==> src/rtl/irrigation_actuator_seq_pkg.sv <==
// Shared state and mode codes and default timing constants for the
// irrigation actuator sequencer.
package irrigation_actuator_seq_pkg;

   typedef enum logic [2:0] {
      ST_IDLE  = 3'd0,
      ST_OPEN  = 3'd1,
      ST_RUN   = 3'd2,
      ST_STOP  = 3'd3,
      ST_ERROR = 3'd4
   } stateT;

   typedef enum logic {
      MODE_DRIP = 1'b0,
      MODE_SPRK = 1'b1
   } modeT;

   localparam int DEF_CNT_W        = 8;
   localparam int DEF_DEB_TICKS    = 4;
   localparam int DEF_SETTLE_TICKS = 8;
   localparam int DEF_MIN_ON_TICKS = 32;
   localparam int DEF_DRAIN_TICKS  = 8;

endpackage

==> src/rtl/irrigation_actuator_seq_if.sv <==
// Request/sensor inputs and actuator outputs of the sequencer; the controller
// side is the master, the sequencer is the slave.
interface irrigation_actuator_seq_if;
   logic       tick;
   logic       Vs;
   logic       Bs;
   logic       H;
   logic       M;
   logic       L;
   logic       err_clr;
   logic       valve_drip;
   logic       valve_sprk;
   logic       pump;
   logic       fault;
   logic [2:0] state;

   modport master (
      output tick, Vs, Bs, H, M, L, err_clr,
      input  valve_drip, valve_sprk, pump, fault, state
   );

   modport slave (
      input  tick, Vs, Bs, H, M, L, err_clr,
      output valve_drip, valve_sprk, pump, fault, state
   );
endinterface

==> src/rtl/irrigation_actuator_seq_tick_debounce.sv <==
// Tick-based debouncer: the filtered value follows the raw input only after
// DEB_TICKS consecutive ticks of disagreement.
module tick_debounce #(
   parameter int CNT_W     = 8,
   parameter int DEB_TICKS = 4
) (
   input  logic clk,
   input  logic rst,
   input  logic tick,
   input  logic raw,
   output logic filt
);
   logic [CNT_W-1:0] cnt;

   always_ff @(posedge clk or posedge rst) begin
      if (rst) begin
         cnt  <= '0;
         filt <= 1'b0;
      end else if (raw == filt) begin
         cnt <= '0;
      end else if (tick) begin
         // flip on the tick that completes the run of disagreement
         if (int'(cnt) + 1 >= DEB_TICKS) begin
            filt <= raw;
            cnt  <= '0;
         end else if (cnt != '1) begin
            cnt <= cnt + CNT_W'(1);
         end
      end
   end
endmodule

==> src/rtl/irrigation_actuator_seq.sv <==
// Actuator sequencer: debounced requests drive valve-then-pump ordering with
// settle, minimum run, drain, dry-run cut-off and a latched sensor fault.
module irrigation_actuator_seq
   import irrigation_actuator_seq_pkg::*;
#(
   parameter int CNT_W        = DEF_CNT_W,
   parameter int DEB_TICKS    = DEF_DEB_TICKS,
   parameter int SETTLE_TICKS = DEF_SETTLE_TICKS,
   parameter int MIN_ON_TICKS = DEF_MIN_ON_TICKS,
   parameter int DRAIN_TICKS  = DEF_DRAIN_TICKS
) (
   input logic                      clk,
   input logic                      rst,
   irrigation_actuator_seq_if.slave bus
);
   logic vsF, bsF, faultF, rawFault;

   // inconsistent level pattern: a higher sensor wet while a lower one is dry
   assign rawFault = (bus.H & ~bus.M) | (bus.M & ~bus.L);

   tick_debounce #(.CNT_W(CNT_W), .DEB_TICKS(DEB_TICKS)) uDebVs (
      .clk(clk), .rst(rst), .tick(bus.tick), .raw(bus.Vs), .filt(vsF)
   );
   tick_debounce #(.CNT_W(CNT_W), .DEB_TICKS(DEB_TICKS)) uDebBs (
      .clk(clk), .rst(rst), .tick(bus.tick), .raw(bus.Bs), .filt(bsF)
   );
   tick_debounce #(.CNT_W(CNT_W), .DEB_TICKS(DEB_TICKS)) uDebFault (
      .clk(clk), .rst(rst), .tick(bus.tick), .raw(rawFault), .filt(faultF)
   );

   stateT            st, stNext;
   modeT             mode, modeNext;
   logic [CNT_W-1:0] timer, timerInc;
   logic             actReq, othReq, valveOn;

   assign timerInc = (bus.tick && timer != '1) ? timer + CNT_W'(1) : timer;
   assign actReq   = (mode == MODE_DRIP) ? vsF : bsF;
   assign othReq   = (mode == MODE_DRIP) ? bsF : vsF;

   always_comb begin
      stNext   = st;
      modeNext = mode;
      case (st)
         ST_IDLE: begin
            if ((vsF | bsF) & bus.L) begin
               stNext   = ST_OPEN;
               modeNext = vsF ? MODE_DRIP : MODE_SPRK;
            end
         end
         ST_OPEN: begin
            if (!bus.L)                                  stNext = ST_STOP;
            else if (int'(timerInc) >= SETTLE_TICKS)     stNext = ST_RUN;
         end
         ST_RUN: begin
            if (!bus.L)                                  stNext = ST_STOP;
            else if ((!actReq || othReq) && int'(timerInc) >= MIN_ON_TICKS)
                                                         stNext = ST_STOP;
         end
         ST_STOP: begin
            if (int'(timerInc) >= DRAIN_TICKS)           stNext = ST_IDLE;
         end
         ST_ERROR: begin
            if (bus.err_clr && !faultF)                  stNext = ST_IDLE;
         end
         default:                                        stNext = ST_IDLE;
      endcase
      if (faultF) stNext = ST_ERROR;
   end

   assign valveOn = (stNext == ST_OPEN) || (stNext == ST_RUN) || (stNext == ST_STOP);

   // outputs decoded from the next state so they change in step with the state code
   always_ff @(posedge clk or posedge rst) begin
      if (rst) begin
         st             <= ST_IDLE;
         mode           <= MODE_DRIP;
         timer          <= '0;
         bus.valve_drip <= 1'b0;
         bus.valve_sprk <= 1'b0;
         bus.pump       <= 1'b0;
         bus.fault      <= 1'b0;
         bus.state      <= ST_IDLE;
      end else begin
         st             <= stNext;
         mode           <= modeNext;
         timer          <= (stNext != st) ? '0 : timerInc;
         bus.valve_drip <= valveOn && (modeNext == MODE_DRIP);
         bus.valve_sprk <= valveOn && (modeNext == MODE_SPRK);
         bus.pump       <= (stNext == ST_RUN);
         bus.fault      <= (stNext == ST_ERROR);
         bus.state      <= stNext;
      end
   end
endmodule

==> src/flat_wrapper.sv <==
// flat-port wrapper written by rule: the top's interface ports become plain ports
module irrigation_actuator_seq_flat import irrigation_actuator_seq_pkg::*;
#(
   parameter int CNT_W        = DEF_CNT_W,
   parameter int DEB_TICKS    = DEF_DEB_TICKS,
   parameter int SETTLE_TICKS = DEF_SETTLE_TICKS,
   parameter int MIN_ON_TICKS = DEF_MIN_ON_TICKS,
   parameter int DRAIN_TICKS  = DEF_DRAIN_TICKS
)
  (clk, rst, bus_tick, bus_Vs, bus_Bs, bus_H, bus_M, bus_L, bus_err_clr, bus_valve_drip, bus_valve_sprk, bus_pump, bus_fault, bus_state);
  irrigation_actuator_seq_if bus_i ();
  input logic clk;
  input logic rst;
  input wire logic [$bits(bus_i.tick)-1:0] bus_tick;
  input wire logic [$bits(bus_i.Vs)-1:0] bus_Vs;
  input wire logic [$bits(bus_i.Bs)-1:0] bus_Bs;
  input wire logic [$bits(bus_i.H)-1:0] bus_H;
  input wire logic [$bits(bus_i.M)-1:0] bus_M;
  input wire logic [$bits(bus_i.L)-1:0] bus_L;
  input wire logic [$bits(bus_i.err_clr)-1:0] bus_err_clr;
  output wire logic [$bits(bus_i.valve_drip)-1:0] bus_valve_drip;
  output wire logic [$bits(bus_i.valve_sprk)-1:0] bus_valve_sprk;
  output wire logic [$bits(bus_i.pump)-1:0] bus_pump;
  output wire logic [$bits(bus_i.fault)-1:0] bus_fault;
  output wire logic [$bits(bus_i.state)-1:0] bus_state;
  assign bus_i.tick = bus_tick;
  assign bus_i.Vs = bus_Vs;
  assign bus_i.Bs = bus_Bs;
  assign bus_i.H = bus_H;
  assign bus_i.M = bus_M;
  assign bus_i.L = bus_L;
  assign bus_i.err_clr = bus_err_clr;
  assign bus_valve_drip = bus_i.valve_drip;
  assign bus_valve_sprk = bus_i.valve_sprk;
  assign bus_pump = bus_i.pump;
  assign bus_fault = bus_i.fault;
  assign bus_state = bus_i.state;
  irrigation_actuator_seq #(.CNT_W(CNT_W), .DEB_TICKS(DEB_TICKS), .SETTLE_TICKS(SETTLE_TICKS), .MIN_ON_TICKS(MIN_ON_TICKS), .DRAIN_TICKS(DRAIN_TICKS)) u_core (.clk(clk), .rst(rst), .bus(bus_i));
endmodule
==> config.mk <==
export PLATFORM = sky130hd
export DESIGN_NAME = irrigation_actuator_seq_flat
export DESIGN_NICKNAME = d
export VERILOG_FILES = /design/src/rtl/irrigation_actuator_seq_pkg.sv /design/src/rtl/irrigation_actuator_seq_if.sv /design/src/rtl/irrigation_actuator_seq_tick_debounce.sv /design/src/rtl/irrigation_actuator_seq.sv /design/src/flat_wrapper.sv
export SDC_FILE = /design/constraint.sdc
export NUM_CORES = 1
export LEC_CHECK = 0
export CAP_MARGIN = 20
export CORE_AREA = 5 5 73 75
export DETAILED_ROUTE_END_ITERATION = 12
export DIE_AREA = 0 0 78 80
export GPL_ROUTABILITY_DRIVEN = 0
export HOLD_SLACK_MARGIN = 0.08
export PLACE_DENSITY = 0.74
export SKIP_LAST_GASP = 1
export SLEW_MARGIN = 5
export SYNTH_ARGS = -nofsm -noshare
export SYNTH_HDL_FRONTEND = slang
export SYNTH_SLANG_ARGS = --single-unit
==> constraint.sdc <==
create_clock -name clk -period 3.3 [get_ports clk]
set_input_delay 0.33 -clock clk [delete_from_list [all_inputs] [get_ports clk]]
set_output_delay 0.33 -clock clk [all_outputs]
set_load 0.02 [all_outputs]
==> Word level (Yosys, flattened, before mapping) <==
Index checks and enable logic that the tools add are counted.
{ "op_classes": {"bitwise_logic": 11, "n_addsub": 7, "n_lt_le_gt_ge": 5, "eq_ne": 16, "reduce_logical": 23, "n_mux": 28} }
{ "op_table": {"columns": ["operator", "count"], "rows": [
  ["$mux W8", 14],
  ["$add A8 B1 Y8 const B", 4],
  ["$ne A8 B8 Y1 const B", 4],
  ["$add A8 B1 Y9 const B", 3],
  ["$ge A9 B3 Y1 const B", 3],
  ["$mux W3", 8],
  ["$pmux W3 S5", 1],
  ["$eq A3 B2 Y1 const B", 4],
  ["$reduce_and A3 Y1", 3],
  ["$reduce_bool A3 Y1", 3],
  ["$ge A8 B4 Y1 const B", 1],
  ["$ge A8 B6 Y1 const B", 1],
  ["$eq A3 B1 Y1 const B", 2],
  ["$eq A3 B3 Y1 const B", 2],
  ["$not A1 Y1", 6],
  ["$reduce_and A2 Y1", 3],
  ["$reduce_bool A2 Y1", 3],
  ["$logic_and A1 B1 Y1", 5],
  ["$mux W1", 5],
  ["$and A1 B1 Y1", 3],
  ["$eq A1 B1 Y1", 3],
  ["$logic_not A3 Y1", 1],
  ["$logic_or A1 B1 Y1", 3],
  ["$ne A3 B3 Y1", 1],
  ["2 further kinds", 4]
]} }
{ "word_totals": {"in_bits": 9, "regBits": 43, "wordCells": 103} }

==> Longest topological paths before layout <==
{ "logic_depth": {"ltp_word": 13, "ltp_mapped": 7, "ltp_nobuf": 6} }

==> Modules after synthesis <==
Synthesis repeated with hierarchy kept, for this count alone.
{ "hier_totals": {"hier_cells": 226, "hier_area_um2": 2205.9} }
{ "by_module_without_submodules": {"columns": ["module", "area_per_inst_um2", "instances", "cells_per_inst"], "rows": [
  ["tick_debounce", 412.9, 3, 38],
  ["irrigation_actuator_seq", 967.2, 1, 112]
]} }

==> Worst setup path after synthesis <==
Ideal clock, no wire load.
{ "synth_path": {"kind": "register to register", "start": "register u_core.timer[0]", "end": "register u_core.bus.state[1]", "slack_ns": 1.348, "t_arrival_ns": 1.832, "path_stages_with_launch": 7, "setup_time_ns": 0.120, "path_buffers": 0, "synth_period_minus_slack_ns": 1.952, "path_cell_list": "dfrtp_1 > ha_1 > and3_1 > mux2_2 > nor3_1 > a31oi_1 > o211a_1"} }
{ "synth_between": {"elab_chain_len": 9} }
{ "synth_rtl": {"columns": ["element", "line_no", "text"], "rows": [
  ["start: declaration", "irrigation_actuator_seq.sv:33", "logic [CNT_W-1:0] timer, timerInc;"],
  ["start signal: assignment", "irrigation_actuator_seq.sv:86", "timer <= (stNext != st) ? '0 : timerInc;"],
  ["branches (longest 2 deep; another with $add A8 B1 Y8)", null, null],
  ["$mux W8 (*)", "irrigation_actuator_seq.sv:36", "assign timerInc = (bus.tick && timer != '1) ? timer + CNT_W'(1) : timer;"],
  ["$ge A8 B6 Y1", "irrigation_actuator_seq.sv:56", "else if ((!actReq || othReq) && int'(timerInc) >= MIN_ON_TICKS)"],
  ["$logic_and A1 B1 Y1", "irrigation_actuator_seq.sv:56", null],
  ["$mux W3", "irrigation_actuator_seq.sv:56", null],
  ["$mux W3", "irrigation_actuator_seq.sv:55", "if (!bus.L) stNext = ST_STOP;"],
  ["$pmux W3 S5 (*)", "irrigation_actuator_seq.sv:43", "case (st)"],
  ["$mux W3 (*)", "irrigation_actuator_seq.sv:67", "if (faultF) stNext = ST_ERROR;"],
  ["net u_core.stNext[1]", "irrigation_actuator_seq.sv:31", "stateT st, stNext;"],
  ["end signal: assignment", "irrigation_actuator_seq.sv:91", "bus.state <= stNext;"],
  ["end: declaration", "irrigation_actuator_seq_if.sv:24", "output valve_drip, valve_sprk, pump, fault, state"]
]} }
Mark *: on every way through the listed nets, which the timed path passes.
A chain may end at the register's enable or synchronous reset.

==> Final worst setup path <==
{ "layout_path": {"start": "input bus_tick", "end": "register u_core.timer[7]"} }
{ "layout_between": {"elab_chain_len": 10} }
{ "layout_rtl": {"columns": ["element", "line_no", "text"], "rows": [
  ["start: declaration", "flat_wrapper.sv:14", "input wire logic [$bits(bus_i.tick)-1:0] bus_tick;"],
  ["$logic_and A1 B1 Y1 (*)", "irrigation_actuator_seq.sv:36", null],
  ["$mux W8 (*)", "irrigation_actuator_seq.sv:36", null],
  ["$ge A8 B6 Y1", "irrigation_actuator_seq.sv:56", null],
  ["$logic_and A1 B1 Y1", "irrigation_actuator_seq.sv:56", null],
  ["$mux W3", "irrigation_actuator_seq.sv:56", null],
  ["$mux W3", "irrigation_actuator_seq.sv:55", null],
  ["$pmux W3 S5", "irrigation_actuator_seq.sv:43", null],
  ["$mux W3", "irrigation_actuator_seq.sv:67", null],
  ["$ne A3 B3 Y1", "irrigation_actuator_seq.sv:86", null],
  ["$mux W8 (*)", "irrigation_actuator_seq.sv:86", null]
]} }
Every way passes the cells marked *; elsewhere a longest branch is shown, timed or not.

==> impl_metrics.tcl <==
set metrics [dict create \
    status "finished clean" \
    ys_ff_latch 43 \
    period_share 0.674 \
    die-area_um2 6240 \
    max_freq_mhz 450 \
    start_util 0.478 \
    cts_hold_buf 0 \
    core_um2 4600 \
    finalMaxSlewViolations 0 \
    critical_path_arrival_ps 2430 \
    pre_cts_slack_ps 772 \
    rrSetupSlack_ps 1090 \
    die_h_um 80 \
    cts_buffers 5 \
    cts-root-buf "clkbuf_8" \
    fin_skew_ps 8.44 \
    criticalPathCategory "input port to flip-flop" \
    hold_viol_final 0 \
    num_vias 1638 \
    syn_nets 228 \
    yosysTopAreaCell "dfrtp_1" \
    reg2regPathDepth 6 \
    finalWorstSetupSlack_ps 1080 \
    leakagePower_nw 1.20 \
    die-width_um 78 \
    post_synth_main_area_contributors "dfrtp_1, and2_1, a21oi_1, ha_1, nand3_1" \
    grt_antenna_before_repair 0 \
    cap_violations 0 \
    final_nets 248 \
    layout_common_cells "dfrtp_1, and2_1, a21oi_1" \
    ioPinCount 16 \
    clk_pin_slew_worst_paths_ps 80 \
    drt_iter0_markers 164 \
    synthArstFlopShare 1.00 \
    synth_area_um2 2200 \
    drt-wirelength-per-cell_um 14.9 \
    r2r_start "u_core.timer[0]" \
    grt_pass1_vias 1645 \
    tightest_slew_ps 507 \
    p_int_mw 1.08 \
    end_kind "flip-flop" \
    ant_nets 0 \
    syn_area_per_cell_um2 10.4 \
    p_comb_frac 0.313 \
    cp_data_required_time_ps 3500 \
    clk_path_buf_depth 2 \
    p_sw_frac 0.357 \
    rsz0062_at_grt "false" \
    fin_crit_ps 2220 \
    clk_latency_ps 300 \
    rows 25 \
    syn-instance-count 212 \
    drc_errors 0 \
    drt_wl_total_um 4280 \
    hp-class "input port to async pin" \
    yosysSeqAreaShare 0.489 \
    ir_drop_v 0.000342 \
    routed_via_density 5.71 \
    synth_top_area_frac 0.489 \
    gr-usage-all-layers 0.152 \
    worstReg2RegEnd "u_core.bus.state[1]" \
    p_clk_frac 0.245 \
    yosysWarnings 0 \
    antenna_cells 0 \
    ctsResizeCount 0 \
    fillerInstances 396 \
    drive_above_1_share 0.120 \
    whs_ps 249 \
    numPortBuffers 15 \
    ctsHtreeMaxLevel 2 \
    p_per_area_nw_per_um2 662 \
    fin_tns_setup_ps 0 \
    cts_sinks 43 \
    synth_edf_count 0 \
    power.switching_uw 602 \
    cts_setup_buffers 0 \
    cp-start-kind "input port" \
    grt_max_degree 27 \
    grt_overflow_total 0 \
    area_growth_pct 15.8 \
    first_pass_iters 4 \
    seq_power_share 0.442 \
    yosys_most_used_dff "dfrtp_1" \
    cp_max_fo 17 \
    cts_tree "done" \
    setup_viol_count_final 0 \
    grt_pass1_wl_um 7530 \
    max-slew-margin-rel 0.659 \
    dp_hpwl_um 3090 \
    synth_cell_types 47 \
    final_common_cell "dfrtp_1" \
]
-- worst max-delay path, cell delays in order --
cell	delay [ps]
clkdlybuf4s50_1	460
buf_4	210
and4_4	300
nand4b_2	150
a221oi_4	480
a21oi_2	200
a221oi_2	300
-- final cells by class --
cell class / count / area (um^2) / area share
Clock buffer: 5 / 68.8 / 0.0270
Clock inverter: 3 / 43.8 / 0.0172
Inverter: 8 / 30.0 / 0.0118
Multi-Input combinational cell: 155 / 1060 / 0.416
Sequential cell: 43 / 1080 / 0.423
Tap cell: 54 / 67.6 / 0.0265
Timing Repair Buffer: 19 / 200 / 0.0786
-- cells in the mapped netlist (all sizes together) (5+ instances only) --
| cell type | number |
|---|---|
| a21oi | 19 |
| and2 | 21 |
| dfrtp | 43 |
| ha | 7 |
| inv | 8 |
| nand2 | 12 |
| nand3 | 11 |
| nand3b | 5 |
| nor2 | 13 |
| o21ai | 8 |
-- worst max-delay path by stage --
| stage | start | to | slack [ps] | cells after the start |
|---|---|---|---|---|
| after floorplan | u_core.timer[0] | u_core.bus.state[1] | 1350 | 6 |
| after global placement | bus_tick | u_core.timer[7] | 810 | 7 |
| after detailed placement | bus_tick | u_core.timer[7] | 770 | 7 |
| after CTS | bus_tick | u_core.timer[7] | 1080 | 7 |
| after global routing | bus_tick | u_core.timer[7] | 940 | 7 |
| final | bus_tick | u_core.timer[7] | 1080 | 7 |
-- kinds of logic (layout without fill, tap and decap cells) --
logic type,Yosys count,count (layout),share of synthesized area
adder cells (fa/ha/maj),7,7,0.0398
buffers and inverters,14,35,0.0290
multiplexers,5,5,0.0245
AND/OR/NAND/NOR,84,84,0.217
flip-flops,43,43,0.489
XOR/XNOR,6,6,0.0239
AO/OA/AOI/OAI,53,53,0.176
-- power groups by stage --
stage / logic (mW) / clock network (mW) / registers (mW)
after floorplan: 0.355 / 0 / 0.745
after global placement: 0.516 / 0 / 0.748
after CTS: 0.529 / 0.423 / 0.742
after global routing: 0.591 / 0.450 / 0.760
after detailed placement: 0.527 / 0 / 0.751
final: 0.527 / 0.413 / 0.745
-- metal layers --
metal  share of wire  track usage
met5               0            0
met4           0.016       0.0541
met3           0.038       0.0339
met2            0.48        0.247
met1            0.47        0.199
-- flip-flops by register name, summed over array words and instances, names as in the netlist --
signal                 flops
u_core.timer               8
u_core.uDebBs.cnt          8
u_core.uDebFault.cnt       8
u_core.uDebVs.cnt          8
u_core.bus.state           3
u_core.bus.fault           1
u_core.bus.pump            1
u_core.bus.valve_drip      1
u_core.bus.valve_sprk      1
u_core.mode                1
u_core.uDebBs.filt         1
u_core.uDebFault.filt      1
u_core.uDebVs.filt         1
-- through the flow --
| stage | util | std cells | cell area [um^2] | power [mW] |
|---|---|---|---|---|
| floorplan | - | 212 | 2200 | 1.10 |
| global placement | 0.523 | 278 | 2410 | 1.26 |
| detailed placement | 0.523 | 278 | 2410 | 1.28 |
| CTS | 0.548 | 286 | 2520 | 1.69 |
| global route | 0.554 | 287 | 2550 | 1.80 |
| finish | 0.554 | 287 | 2550 | 1.69 |
Note: power is estimated with default switching activity, not from simulation.
